### config.mk
export PLATFORM = sky130hd
export DESIGN_NAME = time_display_scan
export DESIGN_NICKNAME = d
export VERILOG_FILES = /design/src/rtl/time_display_scan.sv
export SDC_FILE = /design/constraint.sdc
export NUM_CORES = 1
export LEC_CHECK = 0
export BUFFER_PORTS_ARGS = -buffer_cell sky130_fd_sc_hd__buf_2
export CAP_MARGIN = 10
export CORE_UTILIZATION = 45
export DETAILED_ROUTE_END_ITERATION = 8
export SLEW_MARGIN = 20
export SYNTH_ARGS = -nofsm -noshare
export SYNTH_HDL_FRONTEND = slang
export SYNTH_SLANG_ARGS = --single-unit
### constraint.sdc
create_clock -name clk -period 2.4 [get_ports clk]
set_clock_uncertainty 0.2 [all_clocks]
set_input_delay 0.12 -clock clk [delete_from_list [all_inputs] [get_ports clk]]
set_output_delay 0.12 -clock clk [all_outputs]
set_load 0.005 [all_outputs]
### src/rtl/time_display_scan.sv
// Drives a 4-digit common-anode 7-segment display from the BCD time bus. Frames are tear-free, the time is range-checked and a leading zero is blanked.
// Latency: a capture reaches the shadow in 1 cycle. It is shown after the next frame wrap plus 2 cycles (one dead cycle, one output register).
// Backpressure: none. time_valid and sec_tick are always accepted, and the scan free-runs.
module time_display_scan #(
  parameter int SCAN_DIV = 50000,
  parameter bit BLANK_LZ = 1'b1
) (
  input  logic       clk,
  input  logic       rst_n,
  input  logic [3:0] hour1,
  input  logic [3:0] hour2,
  input  logic [3:0] min1,
  input  logic [3:0] min2,
  input  logic       time_valid,
  input  logic       sec_tick,
  output logic [3:0] an_n,
  output logic [6:0] seg_n,
  output logic       dp_n,
  output logic       frame_done
);

  localparam int CNT_W = (SCAN_DIV > 2) ? $clog2(SCAN_DIV) : 1;
  localparam logic [CNT_W-1:0] CNT_MAX = CNT_W'(SCAN_DIV - 1);

  // The first edge after reset only arms the scan, so slot 0 starts with cnt=0 on that edge.
  logic             run;
  logic [CNT_W-1:0] cnt;
  logic [1:0]       idx;

  logic [3:0] sh_h1, sh_h2, sh_m1, sh_m2;
  logic [3:0] d_h1, d_h2, d_m1, d_m2;
  logic       colon_on;

  logic       wrap;
  logic       disp_ok;
  logic       lz_blank;
  logic [3:0] cur;
  logic [3:0] nxt_an;
  logic [6:0] nxt_seg;
  logic       nxt_dp;

  // BCD to active-low segments a..g. Non-digit codes cannot reach here once the range check passes.
  function automatic logic [6:0] enc(input logic [3:0] d);
    logic [6:0] s;
    case (d)
      4'd0:    s = 7'h40;
      4'd1:    s = 7'h79;
      4'd2:    s = 7'h24;
      4'd3:    s = 7'h30;
      4'd4:    s = 7'h19;
      4'd5:    s = 7'h12;
      4'd6:    s = 7'h02;
      4'd7:    s = 7'h78;
      4'd8:    s = 7'h00;
      4'd9:    s = 7'h10;
      default: s = 7'h3F;
    endcase
    return s;
  endfunction

  assign wrap    = run && (cnt == CNT_MAX) && (idx == 2'd3);
  assign disp_ok = !((d_h1 > 4'd2) || (d_h2 > 4'd9) ||
                     ((d_h1 == 4'd2) && (d_h2 > 4'd3)) ||
                     (d_m1 > 4'd5) || (d_m2 > 4'd9));
  assign lz_blank = BLANK_LZ && disp_ok && (idx == 2'd0) && (d_h1 == 4'd0);

  // Decode the current scan position and snapshot into the next output pattern.
  always_comb begin
    nxt_an  = 4'hF;
    nxt_seg = 7'h7F;
    nxt_dp  = 1'b1;
    case (idx)
      2'd0:    cur = d_h1;
      2'd1:    cur = d_h2;
      2'd2:    cur = d_m1;
      default: cur = d_m2;
    endcase
    // cnt=0 is the anti-ghosting dead cycle, so the outputs stay blank there.
    if (run && (cnt != '0) && !lz_blank) begin
      nxt_an  = ~(4'b1000 >> idx);
      nxt_seg = disp_ok ? enc(cur) : 7'h3F;
      nxt_dp  = !((idx == 2'd1) && colon_on && disp_ok);
    end
  end

  // Slot counter and digit index.
  always_ff @(posedge clk or negedge rst_n) begin
    if (!rst_n) begin
      run <= 1'b0;
      cnt <= '0;
      idx <= 2'd0;
    end else begin
      run <= 1'b1;
      if (run) begin
        if (cnt == CNT_MAX) begin
          cnt <= '0;
          idx <= idx + 2'd1;
        end else begin
          cnt <= cnt + 1'b1;
        end
      end
    end
  end

  // Shadow capture, the frame-boundary snapshot and the colon toggle.
  // The snapshot copies the pre-edge shadow, so a coincident capture is shown one frame later.
  always_ff @(posedge clk or negedge rst_n) begin
    if (!rst_n) begin
      sh_h1    <= 4'd0;
      sh_h2    <= 4'd0;
      sh_m1    <= 4'd0;
      sh_m2    <= 4'd0;
      d_h1     <= 4'd0;
      d_h2     <= 4'd0;
      d_m1     <= 4'd0;
      d_m2     <= 4'd0;
      colon_on <= 1'b1;
    end else begin
      if (time_valid) begin
        sh_h1 <= hour1;
        sh_h2 <= hour2;
        sh_m1 <= min1;
        sh_m2 <= min2;
      end
      if (wrap) begin
        d_h1 <= sh_h1;
        d_h2 <= sh_h2;
        d_m1 <= sh_m1;
        d_m2 <= sh_m2;
      end
      if (sec_tick) begin
        colon_on <= ~colon_on;
      end
    end
  end

  // Register all display pins and the frame pulse.
  always_ff @(posedge clk or negedge rst_n) begin
    if (!rst_n) begin
      an_n       <= 4'hF;
      seg_n      <= 7'h7F;
      dp_n       <= 1'b1;
      frame_done <= 1'b0;
    end else begin
      an_n       <= nxt_an;
      seg_n      <= nxt_seg;
      dp_n       <= nxt_dp;
      frame_done <= wrap;
    end
  end

endmodule

# Yosys cells after proc, flatten, opt, wreduce, memory -nomap -nowiden
# Memories as Yosys holds them, arrays and structs flattened.
# Index checks and enable logic that the tools add are counted.
# totals
ff_bits	65
mem_bits_ro	112
elab_cells	58
memories	1
# memory_table
name	depth	word_bits	rd	rd_clocked_by_memory_dff	wr	line	rtl
(no name shown)	16	7	1	0	0	45	case (d)
# op_classes
add_sub_neg	2
order_cmp	5
n_eq_ne	5
n_shift	1
mux	6
n_bitwise	2
n_reduce_logical	20
# ops
op	count
adder 16 x 1 -> 16 bit, second input constant	1
equality test 16 bit, second input constant	1
two-way mux 16 bit	1
nonzero test 16 bit	1
two-way mux 7 bit	2
case mux 4 bit (3 select lines)	1
logical AND 1 bit	9
greater-than comparator 4 x 2 -> 1 bit, second input constant	2
greater-than comparator 4 bit, second input constant	2
equality test 2 bit, second input constant	2
equality test 4 x 2 -> 1 bit, second input constant	1
greater-than comparator 4 x 3 -> 1 bit, second input constant	1
logical NOT 4 bit	1
logical OR 1 bit	4
two-way mux 4 bit	1
NOT 4 bit	1
>> shifter 4 x 2 -> 4 bit, first input constant	1
logical NOT 1 bit	3
adder 2 x 1 -> 2 bit, second input constant	1
equality test 2 x 1 -> 1 bit, second input constant	1
logical NOT 2 bit	1
AND reduction 2 bit	1
two-way mux 1 bit	1
NOT 1 bit	1

# Logic depth before layout (Yosys ltp)
# logic_depth
depth_word	11
depth_mapped	8
depth_no_buf	8

# Worst setup path before layout
# No wires, ideal clock.
# synth_timing
path_kind	reg-to-reg
start	register idx[0]
end	register seg_n[6]
setup_ns	0.111
arrival_time_ns	1.791
required_ns	2.089
slack_ns	0.298
stages_incl_launch_ff	8
cell_sequence	dfrtp_1 -> ha_1 -> clkinv_1 -> mux2_2 -> inv_1 -> ha_1 -> mux2i_1 -> o311ai_0
# synth_between
elab_chain_cells	6
word_cells_on_any_way	11
classes_between	eq/ne: 2; mux: 3; reduce/logical: 5; memory: 1
# synth_rtl
element	line	rtl
from (decl)	28	logic [1:0] idx;
from (signal assigned)	97	idx <= idx + 2'd1;
parallel branches: the longest is 5 deep, another holds memory read (16 x 7 bit)	-	
two-way mux 7 bit *	79	if (run && (cnt != '0) && !lz_blank) begin
named net nxt_seg[6]	39	logic [6:0] nxt_seg;
to (signal assigned)	146	seg_n <= nxt_seg;
to (decl)	17	output logic [6:0] seg_n,
# Mark *: on every way through the listed nets, which the timed path passes.
# A chain may end at the register's enable or synchronous reset.

# Worst setup path in the final report
# layout_timing
start	register idx[1]
end	register seg_n[6]
# Same word-level chain as after synthesis.

==> qor.yml <==
place:
  gp_congestion: 0.8243
  place_area_sq_um: 3301
  port_buffers: 32
  place_inst: 353
  dp_hpwl_um: 4093
final_layout:
  drive_above_1_share_pct: 36.10
  ff_latch_area_sq_um: 1643
  final_nets: 337
  multi_input_area_sq_um: 1330
  instances_no_fill: 390
  num_antenna_cells: 0
  syn2layout_area_growth_pct: 25.44
  fin_area_sq_um: 3782
  nFillCells: 534
clocking:
  clock_path_buffers: 2
  cts_htree_levels: 3
  cts_buffers: 9
  clkSlewWorstSetupHoldPaths_ns: 0.07
  cts_tree: "done"
  cts-root-buf: "clkbuf_8"
  clkLatencyLatePin_ns: 0.34
  clock-sinks: 65
sta:
  slew_headroom_pct: 60.20
  fin_crit_ns: 2.231
  finalHoldViolations: 0
  maxSlewViolCount: 0
  final-setup-viol-count: 0
  layout_worst_path_cycle_share_pct: 92.95
  max_freq_ghz: 0.4483
  fin_tns_setup_ns: 0
  rsz0062_at_grt: "no"
  timing.hold.ws_ns: 0.08252
  worst_pin_slew_ns: 0.5970
critical_path:
  cp_max_fo: 6
  path_cells: "ha_1, clkinv_1, mux2_4, inv_1, ha_1, mux2i_1, o311ai_0"
  critical-path-top-delay-family: "adder cells"
  cp.arrival_ns: 2.26
  start_kind: "flip-flop"
  slowest_stage: "dfrtp_1"
  max_stage_delay_ns: 0.40
  cp.required_ns: 2.43
  path_common_cell: "ha_1"
  cp_num_buf_inv: 2
  cp-end-kind: "flip-flop"
  worstSetupPathType: "flip-flop to flip-flop"
  reg2reg_slack_ns: 0.17
power_and_ir_drop:
  power_switching_uw: 603.1
  swShare_pct: 22.96
  leakagePower_uw: 0.001720
  irDropWorstVdd_v: 0.0005180
  power_frac_comb_pct: 9.2
  p_int_uw: 2024
  powerDensity_nw_per_um2: 694.5
  clkPwrFrac_pct: 42.7
  power.total_uw: 2627
  seqPwrFrac_pct: 48.1
synth:
  synthDistinctLibCells: 46
  syn-mean-instance-area_sq_um: 12.41
  yosys.area_share.simple_pct: 12.66
  synth_compound_area_share_pct: 7.344
  seq_area_frac_synth_pct: 54.48
  yosys.area_share.xor_xnor_pct: 3.776
  yosys-top-cells-area: "dfrtp_1 43%, dfstp_2 11%, mux2_2 9.3%"
  synth.cell_area_sq_um: 3015
  synth_top_area_share_pct: 43.15
  syn-num-nets: 272
  synth_top_cell_by_area: "dfrtp_1"
  yosys_warnings: 0
  synth-edff-count: 0
  async_reset_ff_share_pct: 100.0
  synth_top_family_by_area: "multiplexers"
  ys.flop_type: "dfrtp_1"
  muxShareOfSynthArea_pct: 15.31
  synth-adder-area-share_pct: 3.734
  synth-seq-cells: 65
  syn_inst: 243
job:
  cap_viol_max_count: 0
floorplan:
  pin_count: 33
  core_area_sq_um: 6422
  die_w_um: 83.86
  dieArea_sq_um: 7033
  rows: 29
  floorplan.initialDensity_pct: 46.95
  die_y_um: 83.86
route:
  post-route-drc-count: 6
  dr.pass1.iters: 6
  post_drt_wl_per_cell_um: 14.47
  ant_nets: 0
  wirelength_um: 5645
  drt-initial-drc-count: 102
  vias: 2106
  vias_per_cell: 5.400
outcome:
  violations: "DRC"
  status: "finished with violations"
global_route:
  overflow: 0
  grt_pass1_wl_um: 10090
  grtUsageTotal_pct: 18.68
  grt_pass1_vias: 2107
  grt_max_degree: 40
  antenna_found_initial: 0
worst_hold_path:
  hold_class: "input port to flip-flop"
layout make-up:
class                      instances  share of cell area, %
clock buffer                      11                  3.738
clock inverter                     5                  2.713
timing repair buffer              59                  11.11
inverter                          13                  1.290
tap                               77                  2.547
sequential                        65                  43.43
multi-input combinational        160                  35.16
power groups by stage:
stage / clock (uW) / combinational (uW) / sequential, uW
after floorplan: 0 / 152 / 1260
after CTS: 1150 / 245 / 1260
after global routing: 1190 / 276 / 1280
after global placement: 0 / 218 / 1280
final: 1120 / 242 / 1260
after detailed placement: 0 / 221 / 1280
synthesized netlist by cell type (all sizes together), types with 2 or more instances:
master,count
a211oi,2
a21oi,4
a222oi,4
and2,2
and3,3
buf,2
clkbuf,3
dfrtp,52
dfstp,13
ha,9
inv,12
mux2,35
mux2i,3
nand2,14
nand3,14
nand4,6
nor2,11
nor3,5
nor4,7
o2111ai,2
o211ai,2
o21ai,8
xnor2,8
xor2,5
per-layer routing:
layer	routed length (um)	GRT usage, %
met4	60	6.583
met3	329	6.627
met2	2680	28.46
met1	2574	24.72
met5	0	0
cell families (layout without fill, tap and decap cells):
group | after synthesis | in the layout
AOI/OAI and AO/OA | 31 | 31
xor gates and xnor gates | 13 | 13
adders and majority gates | 9 | 9
buffers and inverters | 18 | 88
DFF | 65 | 65
muxes | 38 | 38
other | 1 | 1
and+or+nand+nor | 68 | 68
layout by cell type, fill, tap and decap left out, types with 6 or more instances in the layout:
cell type / netlist / final
dfrtp_1: 52 / 52
buf_2: 1 / 32
mux2_2: 25 / 24
dlygate4sd3_1: 0 / 18
nand2_1: 14 / 14
nand3_1: 13 / 13
dfstp_2: 13 / 13
inv_1: 12 / 11
mux2_4: 10 / 11
nor2_1: 11 / 11
clkbuf_8: 0 / 10
xnor2_1: 8 / 8
buf_4: 0 / 8
o21ai_0: 8 / 7
nor4_1: 6 / 6
nand4_1: 6 / 6
ha_1: 9 / 6
per-stage QoR:
step	worst slack (ns)	utilization, %
finish	0.1693	58.89
global route	0.003203	58.89
CTS	0.04875	58.00
detailed placement	0.09419	51.39
global placement	0.2174	51.39
floorplan	0.2976	-
worst paths after layout:
check                                 to  cells after the start       start
worst max-delay path            seg_n[6]                      7      idx[1]
worst min-delay path            sh_m2[1]                      2  time_valid
worst max register to register  seg_n[6]                      7      idx[1]
worst min register to register   d_h1[1]                      1    sh_h1[1]
max in group asynchronous       sh_h1[3]                      3       rst_n
min in group asynchronous         cnt[5]                      2       rst_n
repair_timing:
| action | in CTS | in global routing |
|---|---|---|
| endpoints found under the hold margin | 43 | 0 |
| setup endpoints to repair | 0 | 7 |
| resized for setup | 0 | 9 |
| setup buffers | 0 | 3 |
| hold buffers | 18 | 0 |
flip-flops by register name, summed over array words and instances, names as in the netlist:
name / count
idx: 2
sh_m2: 4
d_m2: 4
dp_n: 1
cnt: 16
sh_h2: 4
an_n: 4
frame_done: 1
d_m1: 4
seg_n: 7
d_h2: 4
run: 1
sh_m1: 4
d_h1: 4
colon_on: 1
sh_h1: 4
No activity file was read; power rests on OpenSTA's default activity.
